$ cat src/rtl/serial_add2_if.sv
// Handshake/operand bundle for serial_add2.
// Define SERIAL_ADD2_OVF_EN to add the signed-overflow flag ovf.
interface serial_add2_if #(
  parameter int WIDTH = 8
);
  logic             start;
  logic [WIDTH-1:0] a;
  logic [WIDTH-1:0] b;
  logic             cin;
  logic             busy;
  logic             done;
  logic [WIDTH-1:0] sum;
  logic             cout;
`ifdef SERIAL_ADD2_OVF_EN
  logic             ovf;

  modport master (
    output start, a, b, cin,
    input  busy, done, sum, cout, ovf
  );

  modport slave (
    input  start, a, b, cin,
    output busy, done, sum, cout, ovf
  );
`else
  modport master (
    output start, a, b, cin,
    input  busy, done, sum, cout
  );

  modport slave (
    input  start, a, b, cin,
    output busy, done, sum, cout
  );
`endif
endinterface

$ cat src/rtl/serial_add2.sv
// Two-bit-per-cycle serial adder: sum/cout = a + b + cin after WIDTH/2 RUN cycles.
// Define SERIAL_ADD2_OVF_EN to add the registered signed-overflow output ovf.
module serial_add2 #(
  parameter int WIDTH = 8
) (
  input  logic          clk,
  input  logic          rst_n,
  serial_add2_if.slave  bus
);

  localparam int NPAIRS = WIDTH / 2;
  localparam int CW     = (NPAIRS > 1) ? $clog2(NPAIRS) : 1;

  typedef enum logic [1:0] {
    IDLE = 2'd0,
    RUN  = 2'd1,
    DONE = 2'd2
  } state_t;

  state_t           state_reg;
  logic [WIDTH-1:0] a_reg;
  logic [WIDTH-1:0] b_reg;
  logic [WIDTH-1:0] psum_reg;
  logic [WIDTH-1:0] sum_reg;
  logic [CW-1:0]    cnt_reg;
  logic             carry_reg;
  logic             cout_reg;
  logic             busy_reg;
  logic             done_reg;

  logic [1:0]       p_bit;
  logic [1:0]       g_bit;
  logic             c_mid;
  logic             carry_next;
  logic [1:0]       pair_next;
  logic [WIDTH-1:0] psum_next;
  logic             last_pair;

  // Per-bit propagate/generate for the current operand pair.
  genvar gi;
  generate
    for (gi = 0; gi < 2; gi++) begin : g_pair
      assign p_bit[gi] = a_reg[gi] ^ b_reg[gi];
      assign g_bit[gi] = a_reg[gi] & b_reg[gi];
    end
  endgenerate

  assign c_mid      = g_bit[0] | (p_bit[0] & carry_reg);
  assign carry_next = g_bit[1] | (p_bit[1] & c_mid);
  assign pair_next  = {p_bit[1] ^ c_mid, p_bit[0] ^ carry_reg};
  // New pair enters at the MSB end so after the last pair it sits in place.
  assign psum_next  = {pair_next, psum_reg[WIDTH-1:2]};
  assign last_pair  = (cnt_reg == CW'(NPAIRS - 1));

`ifdef SERIAL_ADD2_OVF_EN
  logic a_msb_reg;
  logic b_msb_reg;
  logic ovf_reg;
  logic ovf_next;

  // Operand MSBs are kept separately because a_reg/b_reg shift away.
  assign ovf_next = (a_msb_reg == b_msb_reg) && (psum_next[WIDTH-1] != a_msb_reg);
  assign bus.ovf  = ovf_reg;
`endif

  always_ff @(posedge clk or negedge rst_n) begin
    if (!rst_n) begin
      state_reg <= IDLE;
      a_reg     <= '0;
      b_reg     <= '0;
      psum_reg  <= '0;
      sum_reg   <= '0;
      cnt_reg   <= '0;
      carry_reg <= 1'b0;
      cout_reg  <= 1'b0;
      busy_reg  <= 1'b0;
      done_reg  <= 1'b0;
`ifdef SERIAL_ADD2_OVF_EN
      a_msb_reg <= 1'b0;
      b_msb_reg <= 1'b0;
      ovf_reg   <= 1'b0;
`endif
    end else begin
      case (state_reg)
        IDLE: begin
          done_reg <= 1'b0;
          if (bus.start) begin
            a_reg     <= bus.a;
            b_reg     <= bus.b;
            carry_reg <= bus.cin;
            psum_reg  <= '0;
            cnt_reg   <= '0;
            busy_reg  <= 1'b1;
            state_reg <= RUN;
`ifdef SERIAL_ADD2_OVF_EN
            a_msb_reg <= bus.a[WIDTH-1];
            b_msb_reg <= bus.b[WIDTH-1];
`endif
          end
        end

        RUN: begin
          a_reg     <= {2'b00, a_reg[WIDTH-1:2]};
          b_reg     <= {2'b00, b_reg[WIDTH-1:2]};
          carry_reg <= carry_next;
          psum_reg  <= psum_next;
          cnt_reg   <= cnt_reg + CW'(1);
          if (last_pair) begin
            sum_reg   <= psum_next;
            cout_reg  <= carry_next;
            busy_reg  <= 1'b0;
            done_reg  <= 1'b1;
            state_reg <= DONE;
`ifdef SERIAL_ADD2_OVF_EN
            ovf_reg   <= ovf_next;
`endif
          end
        end

        DONE: begin
          done_reg  <= 1'b0;
          state_reg <= IDLE;
        end

        default: begin
          busy_reg  <= 1'b0;
          done_reg  <= 1'b0;
          state_reg <= IDLE;
        end
      endcase
    end
  end

  assign bus.busy = busy_reg;
  assign bus.done = done_reg;
  assign bus.sum  = sum_reg;
  assign bus.cout = cout_reg;

endmodule

$ cat src/flat_wrapper.sv
// flat-port wrapper written by rule: the top's interface ports become plain ports
module serial_add2_flat 
#(
  parameter int WIDTH = 8
)
  (clk, rst_n, bus_start, bus_a, bus_b, bus_cin, bus_busy, bus_done, bus_sum, bus_cout);
  serial_add2_if #(.WIDTH(WIDTH)) bus_i ();
  input  logic clk;
  input  logic rst_n;
  input wire logic [$bits(bus_i.start)-1:0] bus_start;
  input wire logic [$bits(bus_i.a)-1:0] bus_a;
  input wire logic [$bits(bus_i.b)-1:0] bus_b;
  input wire logic [$bits(bus_i.cin)-1:0] bus_cin;
  output wire logic [$bits(bus_i.busy)-1:0] bus_busy;
  output wire logic [$bits(bus_i.done)-1:0] bus_done;
  output wire logic [$bits(bus_i.sum)-1:0] bus_sum;
  output wire logic [$bits(bus_i.cout)-1:0] bus_cout;
  assign bus_i.start = bus_start;
  assign bus_i.a = bus_a;
  assign bus_i.b = bus_b;
  assign bus_i.cin = bus_cin;
  assign bus_busy = bus_i.busy;
  assign bus_done = bus_i.done;
  assign bus_sum = bus_i.sum;
  assign bus_cout = bus_i.cout;
  serial_add2 #(.WIDTH(WIDTH)) u_core (.clk(clk), .rst_n(rst_n), .bus(bus_i));
endmodule
$ cat config.mk
export PLATFORM = sky130hd
export DESIGN_NAME = serial_add2_flat
export DESIGN_NICKNAME = d
export VERILOG_FILES = /design/src/rtl/serial_add2_if.sv /design/src/rtl/serial_add2.sv /design/src/flat_wrapper.sv
export SDC_FILE = /design/constraint.sdc
export NUM_CORES = 1
export LEC_CHECK = 0
export BUFFER_PORTS_ARGS = -buffer_cell sky130_fd_sc_hd__buf_2
export CORE_ASPECT_RATIO = 0.6
export CORE_MARGIN = 5
export CORE_UTILIZATION = 58
export DETAILED_ROUTE_END_ITERATION = 16
export PLACE_DENSITY = 0.9
export SLEW_MARGIN = 25
export SYNTH_ARGS = -nofsm -noshare
export SYNTH_HDL_FRONTEND = slang
export SYNTH_SLANG_ARGS = --single-unit
$ cat constraint.sdc
create_clock -name clk -period 2.85 [get_ports clk]
set_input_delay 0.285 -clock clk [delete_from_list [all_inputs] [get_ports clk]]
set_output_delay 0.285 -clock clk [all_outputs]
set_load 0.005 [all_outputs]
# == Yosys cells after proc, flatten, opt, wreduce, memory -nomap -nowiden ==
# Cells that the tools add are included.
# op_classes
shift,0
eq_ne,5
muxes,18
magnitude_cmp,0
n_mul,0
div,0
n_bitwise,11
add_sub_neg,1
reduce_logical,6
# ops
cell,count
case mux 8 bit (2 select lines),3
two-way mux 8 bit,3
case mux 2 bit (2 select lines),2
two-way mux 2 bit,3
AND reduction 2 bit,3
two-way mux 1 bit,5
AND 1 bit,4
"== test 2 bit, second input constant",2
XOR 1 bit,4
case mux 1 bit (3 select lines),1
AND reduction 3 bit,1
"adder 2 x 1 -> 2 bit, second input constant",1
"== test 2 x 1 -> 1 bit, second input constant",1
zero test 2 bit,1
"!= test 2 x 1 -> 1 bit, second input constant",1
"!= test 2 bit, second input constant",1
OR 1 bit,2
case mux 1 bit (2 select lines),1
nonzero test 2 bit,1
NOT 1 bit,1
# totals
latch_bits,0
input_bits,20
rom_bits,0
n_memories,0
ramBits,0
regBits,40
out_inout_bits,11

# == Depth between registers and ports, before layout ==
# Gate-level depths: netlist of run 1.
# logic_depth
ltp_word,6
ltp_mapped,5
mapped_depth_nobuf,4

# == Least setup slack after synthesis of run 1 ==
# No wires, ideal clock.
# synth_path
kind,reg-to-reg
start,register u_core.carry_reg
end,register u_core.carry_reg
setup_ps,111
setup_slack_ps,1301
arrival_time_ps,1438
path_stages_with_launch,5
n_path_buf,0
cell_sequence,dfrtp_1 -> inv_1 -> fa_1 -> fa_1 -> a222oi_1
# synth_between
elab_chain_cells,5
# synth_rtl
item,line,rtl
"start, declared",serial_add2.sv:26,logic carry_reg;
"start signal, assigned",serial_add2.sv:90,carry_reg <= bus.cin;
"start signal, assigned",serial_add2.sv:105,carry_reg <= carry_next;
AND 1 bit,serial_add2.sv:48,assign c_mid = g_bit[0] | (p_bit[0] & carry_reg);
OR 1 bit,serial_add2.sv:48,
AND 1 bit,serial_add2.sv:49,assign carry_next = g_bit[1] | (p_bit[1] & c_mid);
OR 1 bit,serial_add2.sv:49,
case mux 1 bit (2 select lines),serial_add2.sv:84,case (state_reg)
# No other way between the ends.
# A chain may end at the register's enable or synchronous reset.

# == Worst setup path in the final report of run 1 ==
# layout_path
start,register u_core.state_reg[0]
end,register u_core.carry_reg
# layout_between
elab_chain_cells,3
# layout_rtl
item,line,rtl
"start, declared",serial_add2.sv:20,state_t state_reg;
"start signal, assigned",serial_add2.sv:68,state_reg <= IDLE;
"start signal, assigned",serial_add2.sv:94,state_reg <= RUN;
"start signal, assigned",serial_add2.sv:113,state_reg <= DONE;
== test 2 x 1 -> 1 bit or zero test 2 bit (tied branches),serial_add2.sv:84,
nonzero test 2 bit (no line) or != test 2 bit (tied branches),--,
AND reduction 2 bit (no line),--,
# Parallel ways exist; a longest one is shown, timed or not.

==> results of run 1 <==
==> placed cells by master (no fill, tap or decap), drive strengths merged <==
cell type | netlist | routed
a21oi | 7 | 7
nand2b | 2 | 2
o21ai | 12 | 12
clkbuf | 0 | 5
inv | 8 | 8
nor2 | 11 | 11
a21o | 1 | 1
o221a | 3 | 3
a222oi | 1 | 1
a22oi | 3 | 3
o21ba | 1 | 1
a32o | 1 | 1
clkinv | 0 | 2
fa | 2 | 2
ha | 1 | 1
o22ai | 9 | 9
a22o | 5 | 5
and2b | 2 | 2
mux2 | 6 | 6
nor2b | 1 | 1
nand3b | 4 | 4
buf | 9 | 30
nand2 | 11 | 11
dfrtp | 38 | 38
o21bai | 1 | 1
==> final cells by class <==
type                    count  area, µm²  area share
clock buffers               5       68.8      0.0370
clock inverters             2       10.0     0.00538
inverters                   8       30.0      0.0161
multi-input cells          84        608       0.327
flip-flops and latches     38        951       0.511
well taps                  34       42.5      0.0229
repair buffers             30        150      0.0807
==> metal layers <==
layer	vias to the layer above	GRT usage	share of wire
met5	-	0	0
met4	0	0.0800	0.016
met3	8	0.0554	0.072
met2	51	0.281	0.45
met1	582	0.250	0.47
li1	550	-	-
==> worst max-delay path by stage <==
stage | start | to | depth (start not counted)
2_1_floorplan | u_core.carry_reg | u_core.carry_reg | 4
3_3_place_gp | u_core.carry_reg | u_core.carry_reg | 4
3_5_place_dp | u_core.state_reg[0] | u_core.carry_reg | 3
4_1_cts | u_core.state_reg[0] | u_core.carry_reg | 3
5_1_grt | u_core.state_reg[0] | u_core.carry_reg | 3
6_report | u_core.state_reg[0] | u_core.carry_reg | 3
==> cell families after synthesis <==
family | after synthesis | synth area share
compound gates | 44 | 0.186
fa+ha+maj | 3 | 0.0315
buf+inv | 17 | 0.0667
flops | 38 | 0.569
mux | 6 | 0.0472
simple gates | 31 | 0.0996
==> report_power, final <==
group          switching [mW]  leakage (nW)  total (mW)  internal [mW]
clock                   0.179        0.0438       0.343          0.164
sequential              0.163         0.466       0.953          0.790
combinational           0.427         0.426       0.823          0.396
total                   0.769         0.936        2.12           1.35
==> worst register-to-register path, stage by stage, from the launching register on <==
cell and delay [ns]:
dfrtp_1 0.59, inv_1 0.31, nor2_1 0.42, a222oi_1 0.19
==> through the flow <==
stage                      util  hold slack [ns]
after floorplan               -          -0.0106
after global placement    0.633            0.418
after detailed placement  0.633            0.424
after CTS                 0.661            0.111
after global routing      0.661            0.154
final                     0.661           0.0710
==> flow_metrics.env, run 1 <==
export IMPL_status="finished, final reports clean"
export IMPL_p_leak_nw=0.936
export IMPL_peakVddDrop_mv=0.573
export IMPL_synth_top_area_cell="dfrtp_1"
export IMPL_layout_drive_gt1_share=0.311
export IMPL_nFillCells=225
export IMPL_finalHoldViolations=0
export IMPL_path_clk_slew_ns=0.07
export IMPL_slew_viol_final=0
export IMPL_r2r_end="u_core.carry_reg"
export IMPL_synthesis_area_um2=1670
export IMPL_cts_resized=0
export IMPL_yosys_top_cells_count="38 x dfrtp_1, 11 x nand2_1, 11 x nor2_1, 11 x o21ai_0, 9 x o22ai_1"
export IMPL_synth_most_common_cell="dfrtp_1"
export IMPL_die_y_um=51.6
export IMPL_cts_buffer_depth=2
export IMPL_antenna_cells_inserted=0
export IMPL_reg2regPathDepth=3
export IMPL_max_freq_ghz=0.607
export IMPL_pwr_density_cell_nw_per_um2=1140
export IMPL_worstPathRequired_ns=3.00
export IMPL_postCtsHoldBufs=0
export IMPL_finalCriticalPeriod_ns=1.65
export IMPL_clock_latency_ns=0.29
export IMPL_max_stage_delay_ns=0.59
export IMPL_root_buffer="clkbuf_8"
export IMPL_postPlaceCellArea_um2=1780
export IMPL_grt_overflow_total=0
export IMPL_final_area_um2=1860
export IMPL_numCtsBuffers=5
export IMPL_ant_nets=0
export IMPL_synth_nets=162
export IMPL_grt_pass1_wl_mm=5.62
export IMPL_crit_arrival_ns=1.79
export IMPL_startpoint_type="flip-flop"
export IMPL_dr_pass1_iters=4
export IMPL_wl_mm=3.33
export IMPL_totalPowerFinal_mw=2.12
export IMPL_die_width_um=79.3
export IMPL_cts_sinks=38
export IMPL_ys_warn_count=0
export IMPL_placed_cells=194
export IMPL_ios=31
export IMPL_setup_tns_ns=0
export IMPL_initial_core_util=0.593
export IMPL_syn_inst=139
export IMPL_post_cts_buffers=0
export IMPL_wire_per_inst_um=16.5
export IMPL_finClkSkew_ns=0.00353
export IMPL_htree_num_levels=2
export IMPL_avgSynthCellArea_um2=12.0
export IMPL_hp_class="in2async"
export IMPL_min_period_over_period=0.578
export IMPL_synthArstFlopShare=1.00
export IMPL_grt_util_all_layers=0.185
export IMPL_cts_tree="yes"
export IMPL_yosys_register_bits=38
export IMPL_synth_ff_type="dfrtp_1"
export IMPL_yosys_cell_types_count=30
export IMPL_route_detailed_drc=0
export IMPL_tightest_slew_ns=0.794
export IMPL_cp_end_kind="flip-flop"
export IMPL_crit_slowest_cell="dfrtp_1"
export IMPL_syn_to_final_growth_pct=11.4
export IMPL_dieArea_um2=4090
export IMPL_dpl_hpwl_mm=2.32
export IMPL_yosysTopAreaCellShare=0.569
export IMPL_cap_viol_max_count=0
export IMPL_nets=190
export IMPL_relSlewSlack=0.471
export IMPL_gp_congestion=0.798
export IMPL_worst_slack_ns=1.20
export IMPL_crit_chain="inv_1 > nor2_1 > a222oi_1"
export IMPL_antenna_found_initial=0
export IMPL_critPathKind="reg2reg"
export IMPL_pre_cts_ws_ns=1.23
export IMPL_viasPerCell=5.93
export IMPL_finalSetupViolations=0
export IMPL_place_port_buffers=30
export IMPL_critPathTopFamily="flip-flops"
export IMPL_crit_reg2reg_launch="u_core.state_reg[0]"
export IMPL_yosysSeqAreaShare=0.569
export IMPL_grt_setup_unrepaired="false"
export IMPL_cp_num_buf_inv=1
export IMPL_regToRegSetupSlack_ns=1.20
export IMPL_drt_initial_drc_count=141
export IMPL_core_um2=2820
export IMPL_rows=15
export IMPL_grt_pass1_vias=1191
export IMPL_vias=1191
export IMPL_grt_max_degree=39
export IMPL_crit_fanout=13
export IMPL_synthTopCellsByArea="dfrtp_1 57%, buf_6 3.4%, o22ai_1 3.4%, o21ai_0 3.3%, mux2_4 2.7%"
export IMPL_final_cells=201
export IMPL_synth_enable_flop_cells=0
Power figures use the tool's default switching activity.
==> run 2, diff against run 1 <==
CORE_UTILIZATION = 49   (was 58)
PLACE_DENSITY = 0.82   (was 0.9)
clock period = 1.5 ns   (was 2.85 ns; I/O delays follow)
==> run 2 against run 1 <==
  * Clock-buffer cell count is 1 higher
  * Worst setup slack got worse by 1.3 ns
  * Maximum frequency rose by 5.8%
  * Cell count is 8.5% higher
  * Via count down 0.76%
  * Sequential share of layout area down 2.5 points
  * The run now ends with negative setup slack left
==> flow_metrics.env, run 2 (synthesis gave the netlist of run 1 again) <==
export IMPL_grt_util_met3=0.0505
export IMPL_crit_path_start="u_core.carry_reg"
export IMPL_initial_core_util=0.512
export IMPL_slew_viol_final=0
export IMPL_grt_setup_unrepaired="true"
export IMPL_finalCriticalPeriod_ns=1.56
export IMPL_numCtsBuffers=5
export IMPL_ios=31
export IMPL_vias=1182
export IMPL_failed_checks="negative setup slack"
export IMPL_post_cts_buffers=0
export IMPL_crit_reg2reg_launch="u_core.carry_reg"
export IMPL_antenna_found_initial=0
export IMPL_core_um2=3260
export IMPL_cts_buffer_depth=2
export IMPL_grt_busiest_layer="met2"
export IMPL_nets=195
export IMPL_worst_slack_ns=-0.0567
export IMPL_status="finished with violations"
export IMPL_dieArea_um2=4710
export IMPL_placed_cells=209
export IMPL_nFillCells=282
export IMPL_p_leak_nw=0.965
export IMPL_clock_latency_ns=0.29
export IMPL_regToRegSetupSlack_ns=-0.06
export IMPL_viasPerCell=5.42
export IMPL_cts_tree="yes"
export IMPL_min_period_over_period=1.04
export IMPL_grt_util_met1=0.238
export IMPL_die_y_um=55.2
export IMPL_crit_fanout=2
export IMPL_grt_util_all_layers=0.172
export IMPL_place_port_buffers=30
export IMPL_pwr_density_cell_nw_per_um2=2160
export IMPL_syn_to_final_growth_pct=17.1
export IMPL_startpoint_type="flip-flop"
export IMPL_final_core_util=0.599
export IMPL_use_met2=0.258
export IMPL_postPlaceCellArea_um2=1840
export IMPL_finalSetupViolations=3
export IMPL_antenna_cells_inserted=0
export IMPL_cp_endpoint="u_core.carry_reg"
export IMPL_reg2regPathDepth=4
export IMPL_finalHoldViolations=0
export IMPL_r2r_end="u_core.carry_reg"
export IMPL_worstPathRequired_ns=1.68
export IMPL_crit_arrival_ns=1.74
export IMPL_cp_end_kind="flip-flop"
export IMPL_rows=16
export IMPL_final_cells=218
export IMPL_layout_common_cells="38 x dfrtp_1, 30 x buf_2, 11 x nor2_1, 11 x nand2_1"
export IMPL_critPathKind="reg2reg"
export IMPL_die_width_um=85.4
export IMPL_grt_overflow_total=0
export IMPL_drt_initial_drc_count=63
export IMPL_grt_pass1_vias=1297
export IMPL_dpl_hpwl_mm=2.56
export IMPL_path_clk_slew_ns=0.07
export IMPL_relSlewSlack=0.682
export IMPL_grt_pass1_wl_mm=6.29
export IMPL_layout_drive_gt1_share=0.364
export IMPL_max_freq_ghz=0.642
export IMPL_gp_congestion=0.840
export IMPL_cap_viol_max_count=0
export IMPL_wire_per_inst_um=16.2
export IMPL_cts_sinks=38
export IMPL_tightest_slew_ns=0.477
export IMPL_root_buffer="clkbuf_8"
export IMPL_route_detailed_drc=0
export IMPL_layout_commonest_cell="dfrtp_1"
export IMPL_peakVddDrop_mv=1.06
export IMPL_finClkSkew_ns=0.00432
export IMPL_pre_cts_ws_ns=-0.0551
export IMPL_htree_num_levels=2
export IMPL_dr_pass1_iters=4
export IMPL_wl_mm=3.53
export IMPL_hp_class="in2reg"
export IMPL_ant_nets=0
export IMPL_final_area_um2=1960
export IMPL_grt_max_degree=21
==> run 2: where the power goes <==
group / leakage (nW) / internal, mW / total [mW] / switching (mW)
Clock: 0.0472 / 0.369 / 0.721 / 0.352
Combinational: 0.451 / 0.848 / 1.69 / 0.847
Sequential: 0.466 / 1.50 / 1.82 / 0.317
==> run 2: critical path, stage by stage, from the launching register on <==
cell and delay [ns]:
dfrtp_1 0.34, inv_2 0.05, fa_2 0.39, fa_2 0.36, a222oi_1 0.31
==> run 2: area by class of cell <==
cell class,count,area (µm²),share of cell area
clock buffers,6,82.6,0.0422
clock inverters,2,12.5,0.00640
inverters,8,30.0,0.0154
multi-input cells,84,621,0.317
flip-flops and latches,38,951,0.486
well taps,45,56.3,0.0288
repair buffers,35,203,0.104
==> run 2: worst min-delay path by stage <==
stage                   from                end  slack (ns)  cells past startpoint
detailed placement     rst_n  u_core.bus.sum[4]        0.13                      1
CTS                 bus_b[6]    u_core.b_reg[6]        0.09                      3
global route        bus_b[6]    u_core.b_reg[6]        0.09                      3
global placement       rst_n  u_core.bus.sum[5]        0.12                      1
floorplan              rst_n    u_core.a_reg[0]       -0.15                      0
finish              bus_b[6]    u_core.b_reg[6]        0.10                      3
==> run 2: stage by stage <==
| step | power (mW) | setup TNS (ns) | hold slack (ns) |
|---|---|---|---|
| after floorplan | 3.01 | 0 | -0.146 |
| after global placement | 3.34 | -0.00189 | 0.116 |
| after detailed placement | 3.49 | -0.114 | 0.130 |
| after CTS | 4.27 | -0.0699 | 0.0893 |
| after global routing | 4.62 | -0.200 | 0.0882 |
| final | 4.23 | -0.0794 | 0.102 |
==> run 2: per-layer routing <==
| metal | share of wire | up-vias |
|---|---|---|
| li1 | - | 553 |
| met1 | 0.47 | 586 |
| met2 | 0.46 | 40 |
| met3 | 0.060 | 3 |
| met4 | 0.010 | 0 |
| met5 | 0 | - |
==> run 2: what timing repair did <==
| action | 4_1_cts | 5_1_grt |
|---|---|---|
| pin swaps | 3 | 0 |
| setup endpoints to repair | 3 | 3 |
| hold endpoints to repair | 19 | 0 |
| hold buffers | 1 | 0 |
| gates resized for setup | 4 | 2 |
